==> config.mk <==
export PLATFORM = sky130hd
export DESIGN_NAME = eth_bringup_sequencer
export DESIGN_NICKNAME = d
export VERILOG_FILES = /design/src/rtl/eth_bringup_sequencer.sv
export SDC_FILE = /design/constraint.sdc
export NUM_CORES = 1
export LEC_CHECK = 0
export BUFFER_PORTS_ARGS = -buffer_cell sky130_fd_sc_hd__buf_4
export CORE_MARGIN = 5
export CORE_UTILIZATION = 61
export DETAILED_ROUTE_END_ITERATION = 12
export GPL_TIMING_DRIVEN = 0
export PLACE_DENSITY = 0.84
export SLEW_MARGIN = 20
export SYNTH_ARGS = -nofsm -noshare
export SYNTH_HDL_FRONTEND = slang
export SYNTH_SLANG_ARGS = --single-unit
==> constraint.sdc <==
create_clock -name axi_lite_clk -period 6.19 [get_ports axi_lite_clk]
set_clock_uncertainty 0.2 [all_clocks]
set_input_delay 0 -clock axi_lite_clk [delete_from_list [all_inputs] [get_ports axi_lite_clk]]
set_output_delay 0 -clock axi_lite_clk [all_outputs]
set_load 0.02 [all_outputs]
==> src/rtl/eth_bringup_sequencer.sv <==
// Autonomous bring-up controller for the AXI Ethernet example: reset -> MMCM lock ->
// MAC configuration -> command issue, then supervision of packet-checker errors.
module eth_bringup_sequencer #(
    parameter int unsigned RST_CYCLES   = 16,
    parameter int unsigned LOCK_TIMEOUT = 1024,
    parameter int unsigned CFG_WAIT     = 64,
    parameter int unsigned NUM_CMDS     = 4,
    parameter logic [15:0] CMD_SEQ      = 16'h4321,
    parameter int unsigned ERR_THRESH   = 8
) (
    input  logic       axi_lite_clk,
    input  logic       sys_rst,
    input  logic       start,
    input  logic       mmcm_locked,
    input  logic       mtrlb_pktchk_error,
    input  logic       control_ready,
    output logic       clk_rst,
    output logic       mac_rst,
    output logic       start_config,
    output logic [3:0] control_data,
    output logic       control_valid,
    output logic [2:0] state,
    output logic       done,
    output logic       fail,
    output logic [7:0] err_count
);

    typedef enum logic [2:0] {
        S_IDLE      = 3'd0,
        S_RESET     = 3'd1,
        S_WAIT_LOCK = 3'd2,
        S_CONFIG    = 3'd3,
        S_CMD       = 3'd4,
        S_RUN       = 3'd5,
        S_FAIL      = 3'd6
    } state_t;

    localparam int unsigned MAX_A   = (RST_CYCLES > LOCK_TIMEOUT) ? RST_CYCLES : LOCK_TIMEOUT;
    localparam int unsigned CNT_MAX = (MAX_A > CFG_WAIT) ? MAX_A : CFG_WAIT;
    localparam int unsigned CNT_W   = $clog2(CNT_MAX + 1);

    localparam logic [CNT_W-1:0] RST_LAST  = CNT_W'(RST_CYCLES - 1);
    localparam logic [CNT_W-1:0] LOCK_LAST = CNT_W'(LOCK_TIMEOUT - 1);
    localparam logic [CNT_W-1:0] CFG_LAST  = CNT_W'(CFG_WAIT);
    localparam logic [1:0]       LAST_CMD  = (NUM_CMDS > 0) ? 2'(NUM_CMDS - 1) : 2'd0;
    localparam logic [7:0]       THRESH    = 8'(ERR_THRESH);

    state_t           cur_state, next_state;
    logic [CNT_W-1:0] cnt, cnt_next;
    logic [1:0]       cmd_idx, idx_next;
    logic             start_q;
    logic             lock_meta, lock_sync;
    logic             err_meta, err_sync, err_sync_d;
    logic [7:0]       err_next, err_inc;
    logic             err_rise, xfer;
    logic             clk_rst_d, mac_rst_d, start_config_d, control_valid_d, done_d, fail_d;
    logic [3:0]       control_data_d;

    assign state = cur_state;

    // Registered state, counters, synchronisers and decoded outputs.
    always_ff @(posedge axi_lite_clk) begin
        if (sys_rst) begin
            cur_state     <= S_IDLE;
            cnt           <= '0;
            cmd_idx       <= '0;
            start_q       <= 1'b0;
            lock_meta     <= 1'b0;
            lock_sync     <= 1'b0;
            err_meta      <= 1'b0;
            err_sync      <= 1'b0;
            err_sync_d    <= 1'b0;
            err_count     <= '0;
            clk_rst       <= 1'b0;
            mac_rst       <= 1'b0;
            start_config  <= 1'b0;
            control_data  <= '0;
            control_valid <= 1'b0;
            done          <= 1'b0;
            fail          <= 1'b0;
        end else begin
            cur_state     <= next_state;
            cnt           <= cnt_next;
            cmd_idx       <= idx_next;
            start_q       <= start;
            lock_meta     <= mmcm_locked;
            lock_sync     <= lock_meta;
            err_meta      <= mtrlb_pktchk_error;
            err_sync      <= err_meta;
            err_sync_d    <= err_sync;
            err_count     <= err_next;
            clk_rst       <= clk_rst_d;
            mac_rst       <= mac_rst_d;
            start_config  <= start_config_d;
            control_data  <= control_data_d;
            control_valid <= control_valid_d;
            done          <= done_d;
            fail          <= fail_d;
        end
    end

    // Next-state logic; outputs are decoded from the next state so they align with it.
    always_comb begin
        next_state = cur_state;
        cnt_next   = cnt;
        idx_next   = cmd_idx;
        err_next   = err_count;
        err_inc    = (err_count == 8'hFF) ? 8'hFF : err_count + 8'd1;
        err_rise   = err_sync & ~err_sync_d;
        xfer       = control_valid & control_ready;

        case (cur_state)
            S_IDLE: begin
                if (start_q) next_state = S_RESET;
            end
            S_RESET: begin
                cnt_next = cnt + 1'b1;
                if (cnt == RST_LAST) next_state = S_WAIT_LOCK;
            end
            S_WAIT_LOCK: begin
                cnt_next = cnt + 1'b1;
                if (lock_sync)             next_state = S_CONFIG;
                else if (cnt == LOCK_LAST) next_state = S_FAIL;
            end
            S_CONFIG: begin
                cnt_next = cnt + 1'b1;
                if (!lock_sync)           next_state = S_FAIL;
                else if (cnt == CFG_LAST) next_state = (NUM_CMDS == 0) ? S_RUN : S_CMD;
            end
            S_CMD: begin
                if (!lock_sync) begin
                    next_state = S_FAIL;
                end else if (xfer) begin
                    if (cmd_idx == LAST_CMD) next_state = S_RUN;
                    else                     idx_next   = cmd_idx + 2'd1;
                end
            end
            S_RUN: begin
                if (err_rise) err_next = err_inc;
                if (!lock_sync)                        next_state = S_FAIL;
                else if (err_rise && err_inc >= THRESH) next_state = S_FAIL;
                else if (start_q)                      next_state = S_RESET;
            end
            S_FAIL: begin
                if (start_q) next_state = S_RESET;
            end
            default: next_state = S_IDLE;
        endcase

        // Every state starts its own count and command index from zero.
        if (next_state != cur_state) begin
            cnt_next = '0;
            idx_next = '0;
        end
        if (next_state == S_RESET) err_next = '0;

        clk_rst_d       = (next_state == S_RESET);
        mac_rst_d       = (next_state == S_RESET) || (next_state == S_WAIT_LOCK) ||
                          (next_state == S_FAIL);
        start_config_d  = (next_state == S_CONFIG) && (cur_state != S_CONFIG);
        control_valid_d = (next_state == S_CMD);
        control_data_d  = control_valid_d ? CMD_SEQ[{idx_next, 2'b00} +: 4] : 4'd0;
        done_d          = (next_state == S_RUN);
        fail_d          = (next_state == S_FAIL);
    end

endmodule

==> Word-level counts from Yosys, hierarchy flattened <==
Index checks and enable logic that the tools add are counted.
{ "word_totals": {"in_bits": 6, "word_cells": 74, "out_inout_bits": 21, "ff_bits": 40} }
{ "op_classes": {"bitwise_logic": 4, "order_cmp": 1, "mux": 18, "shift": 1, "reduce_logical": 11, "add_sub_neg": 3, "eq_ne": 19} }
{ "ops": {"columns": ["cell", "count"], "rows": [
  ["$mux W3", 11],
  ["$eq A3 B3 Y1 const B", 6],
  ["$pmux W3 S6", 1],
  ["$shiftx A16 B5 Y4 const A", 1],
  ["$eq A3 B2 Y1 const B", 4],
  ["$add A11 B1 Y11 const B", 1],
  ["$eq A11 B10 Y1 const B", 1],
  ["$eq A11 B4 Y1 const B", 1],
  ["$eq A11 B7 Y1 const B", 1],
  ["$mux W2", 5],
  ["$add A8 B1 Y8 const B", 1],
  ["$eq A8 B8 Y1 const B", 1],
  ["$ge A8 B4 Y1 const B", 1],
  ["$mux W8", 1],
  ["$reduce_or A2 Y1", 4],
  ["$eq A3 B1 Y1 const B", 2],
  ["$logic_not A3 Y1", 1],
  ["$ne A3 B2 Y1 const B", 1],
  ["$ne A3 B3 Y1", 1],
  ["$reduce_or A3 Y1", 1],
  ["$add A2 B1 Y2 const B", 1],
  ["$and A1 B1 Y1", 2],
  ["$eq A2 B2 Y1 const B", 1],
  ["$logic_and A1 B1 Y1", 2],
  ["3 further kinds", 5]
]} }

==> Longest topological paths before layout <==
{ "logic_depth": {"depth_word": 10, "ltp_mapped": 10, "mapped_depth_nobuf": 8} }

==> Least setup slack after synthesis <==
OpenSTA, ideal clock, no wires.
{ "synth_timing": {"path_type": "reg-to-reg", "start": "register cnt[4]", "end": "register cmd_idx[0]", "n_path_buf": 3, "setup_slack_ns": 3.524, "required_time_ns": 5.916, "stages_incl_launch_ff": 10, "setup_time_ns": 0.074, "arrival_ns": 2.392, "cell_sequence": "dfxtp_1 > buf_6 > or4_1 > nor4_1 > a211oi_2 > xnor2_1 > or4_1 > buf_2 > buf_6 > nor3_2"} }
{ "synth_via": {"elab_chain_cells": 6} }
{ "synth_rtl": {"columns": ["element", "line", "text"], "rows": [
  ["start: declaration", "49", "logic [CNT_W-1:0] cnt, cnt_next;"],
  ["start signal: assignment", "83", "cnt <= cnt_next;"],
  ["$eq A11 B7 Y1 or $eq A11 B10 Y1 (tied branches)", "128, 123", null],
  ["$mux W3 (on tied branches)", "128, 123", null],
  ["$mux W3 (on tied branches)", "127, 122", null],
  ["$pmux W3 S6 (*)", "112", "case (cur_state)"],
  ["$ne A3 B3 Y1 (*)", "151", "if (next_state != cur_state) begin"],
  ["$mux W2 (*)", "151", null],
  ["end signal: assignment", "84", "cmd_idx <= idx_next;"],
  ["end: declaration", "50", "logic [1:0] cmd_idx, idx_next;"]
]} }
Every way passes the cells marked *; elsewhere a longest branch is shown, timed or not.
A chain may end at the register's enable or synchronous reset.

==> Worst setup path after layout <==
{ "layout_timing": {"start": "register cnt[4]", "end": "register cnt[10]"} }
{ "layout_via": {"elab_chain_cells": 6} }
{ "layout_rtl": {"columns": ["element", "line"], "rows": [
  ["$eq A11 B7 Y1 or $eq A11 B10 Y1 (tied branches)", "128, 123"],
  ["$mux W3 (on tied branches)", "128, 123"],
  ["$mux W3 (on tied branches)", "127, 122"],
  ["$pmux W3 S6", "112"],
  ["$ne A3 B3 Y1", "151"],
  ["$reduce_or A2 Y1 (no source line)", null]
]} }
Several ways; a longest one is shown, not always the timed one.

==> impl_metrics.ini <==
[logic_synthesis]
syn_area_mm2 = 0.00202
synth_mux_area_share_pct = 3.04
synth_compound_area_share_pct = 11.1
synthXorXnorAreaFrac_pct = 4.77
synth_fa_ha_area_share_pct = 1.86
synth_top_family_by_area = simple AND/OR/NAND/NOR gates
yosys_warnings = 0
synth_area_leaders = dfxtp_1, nor3_2, nor3_1
synth-simple-area-share_pct = 35.5
ys_types = 51
yosysTopAreaCell = dfxtp_1
syn_inst = 230
syn_avg_cell_area_um2 = 8.78
ys_seq_elements = 39
synth_edf_count = 0
syn-num-nets = 239
ys.flop_type = dfxtp_1
netlist.area_leader.share_pct = 38.7
ys_async_sr_fraction_pct = 0
synth_seq_area_share_pct = 38.7

[global_routing]
track_usage_pct = 21.8
grt_pass1_vias = 1725
grt_pass1_wl_um = 7460
antenna_found_initial = 0
grt_overflow = 0
grt_max_degree = 13

[timing]
worstMarginPinSlew_ns = 0.685
hold_viol = 0
finalSetupViolCount = 0
rsz0062_at_grt = false
post-route-period-util_pct = 47.2
finalCriticalPeriod_ns = 2.92
maxSlewViolCount = 0
hold_ws_ns = 0.208
relSlewSlack_pct = 54.3
setup_tns_ns = 0
fmaxAchievable_ghz = 0.343
timing.final.ws_setup_ns = 3.27

[clock_tree]
cts_setup_buffers = 0
htreeDepth = 2
tritoncts = done
cts_root_buffer = clkbuf_4
cts-buffers-inserted = 5
cts_resized = 0
path_clk_slew_ns = 0.12
cts.sinks = 39
cts_buffer_depth = 2
clock_latency_ns = 0.35
cts_hold_buf = 6

[route]
wl_um = 4270
ant_nets = 0
drcViolationCount = 0
drt-pass1-iter-count = 4
wl_per_cell_um = 13.6
drtIter0Drc = 83
vias = 1779
vias_per_cell = 5.68

[die]
die-height_um = 67.5
dieWidth_um = 67.5
dieArea_mm2 = 0.00456
ios = 27
fp.coreArea_mm2 = 0.00310
row_count = 20
start_util_pct = 65.1

[finish]
fin_nets = 277
areaGrowthSynthToFinish_pct = 20.0
n_antenna_cell = 0
final_common_cell = dfxtp_1
final_cell_area_mm2 = 0.00242
drive_gt1_share_pct = 23.8
layout_common_cells = dfxtp_1, buf_4, nor2_1
final_util_pct = 78.1
instances_no_fill = 313

[setup_path]
required_ns = 6.27
startpoint = cnt[4]
regToRegStartpoint = cnt[4]
cp-end-kind = register
crit_arrival_ns = 3.00
setup.worst_path.class = register to register
path_max_fanout = 10
cp-start-kind = register

[place]
placed_cell_area_mm2 = 0.00226
gp_congestion = 0.901
dp_cells = 299
pre_cts_slack_ns = 3.29
numPortBuffers = 25
detailed_place_hpwl_um = 3050

[run]
drv_cap = 0

[hold_path]
hold_start = sys_rst
hp-class = input port to register

[power]
p_per_area_mw_per_mm2 = 210
worst_ir_drop_vdd_mv = 0.163
total_power_uw = 509
leakagePower_nw = 0.954

[outcome]
status = complete, no violations
==> report_power, final <==
part | total (mW) | internal [mW] | switching [mW]
registers | 0.257 | 0.255 | 0.00229
logic | 0.0426 | 0.0176 | 0.0250
clock network | 0.209 | 0.126 | 0.0833
total | 0.509 | 0.398 | 0.111
==> cell families (layout without fill, tap and decap cells) <==
family | after synthesis | count (layout)
flops | 39 | 39
compound gates | 32 | 32
simple gates | 118 | 118
xor+xnor | 11 | 11
other cells | 1 | 1
buf+inv | 20 | 59
fa+ha+maj | 3 | 3
mux | 6 | 6
==> Yosys cell counts, types with 4 or more instances <==
cell type / number
or2_2: 4
a21oi_1: 6
mux2i_1: 5
nand2_1: 15
clkbuf_1: 5
nor2_1: 18
nand3_1: 15
inv_1: 8
nand2b_1: 4
dfxtp_1: 39
nor3_2: 10
o21ai_0: 9
xnor2_1: 9
nor2b_1: 10
buf_2: 4
nor3_1: 17
==> sequential cells by signal, summed over array words and instances (netlist names) <==
register,count
err_sync,1
state,3
done,1
lock_meta,1
cnt,11
cmd_idx,2
fail,1
lock_sync,1
start_config,1
start_q,1
clk_rst,1
err_meta,1
err_count,8
control_valid,1
control_data,3
err_sync_d,1
mac_rst,1
==> final cells by class <==
class / instances / area [um2]
Tap cell: 44 / 55.1
Sequential cell: 39 / 781
Multi-Input combinational cell: 171 / 1140
Fill cell: 248 / 679
Buffer: 12 / 68.8
Clock buffer: 6 / 41.3
Inverter: 8 / 30.0
Clock inverter: 2 / 60.1
Timing Repair Buffer: 31 / 248
==> metal layers <==
layer	vias to the layer above	global-route usage, %	wire (um)
met4	0	9.37	51
met1	826	25.7	1850
met5	-	0	0
met3	8	6.99	252
met2	56	36.2	2110
li1	889	-	-
==> path summary, 6_finish.rpt <==
path	to	slack (ns)	depth (start not counted)
max	cnt[10]	3.27	9
min	state[2]	0.21	3
max reg2reg	cnt[10]	3.27	9
min reg2reg	lock_sync	0.25	1
==> worst max-delay path, stage by stage (launching register included) <==
cell	delay, ns
dfxtp_1	0.33
buf_6	0.13
or4_1	0.58
nor4_1	0.36
a211oi_2	0.13
xnor2_1	0.14
or4_1	0.46
buf_2	0.19
buf_6	0.17
nor3_2	0.16
No activity file was read; power rests on OpenSTA's default activity.
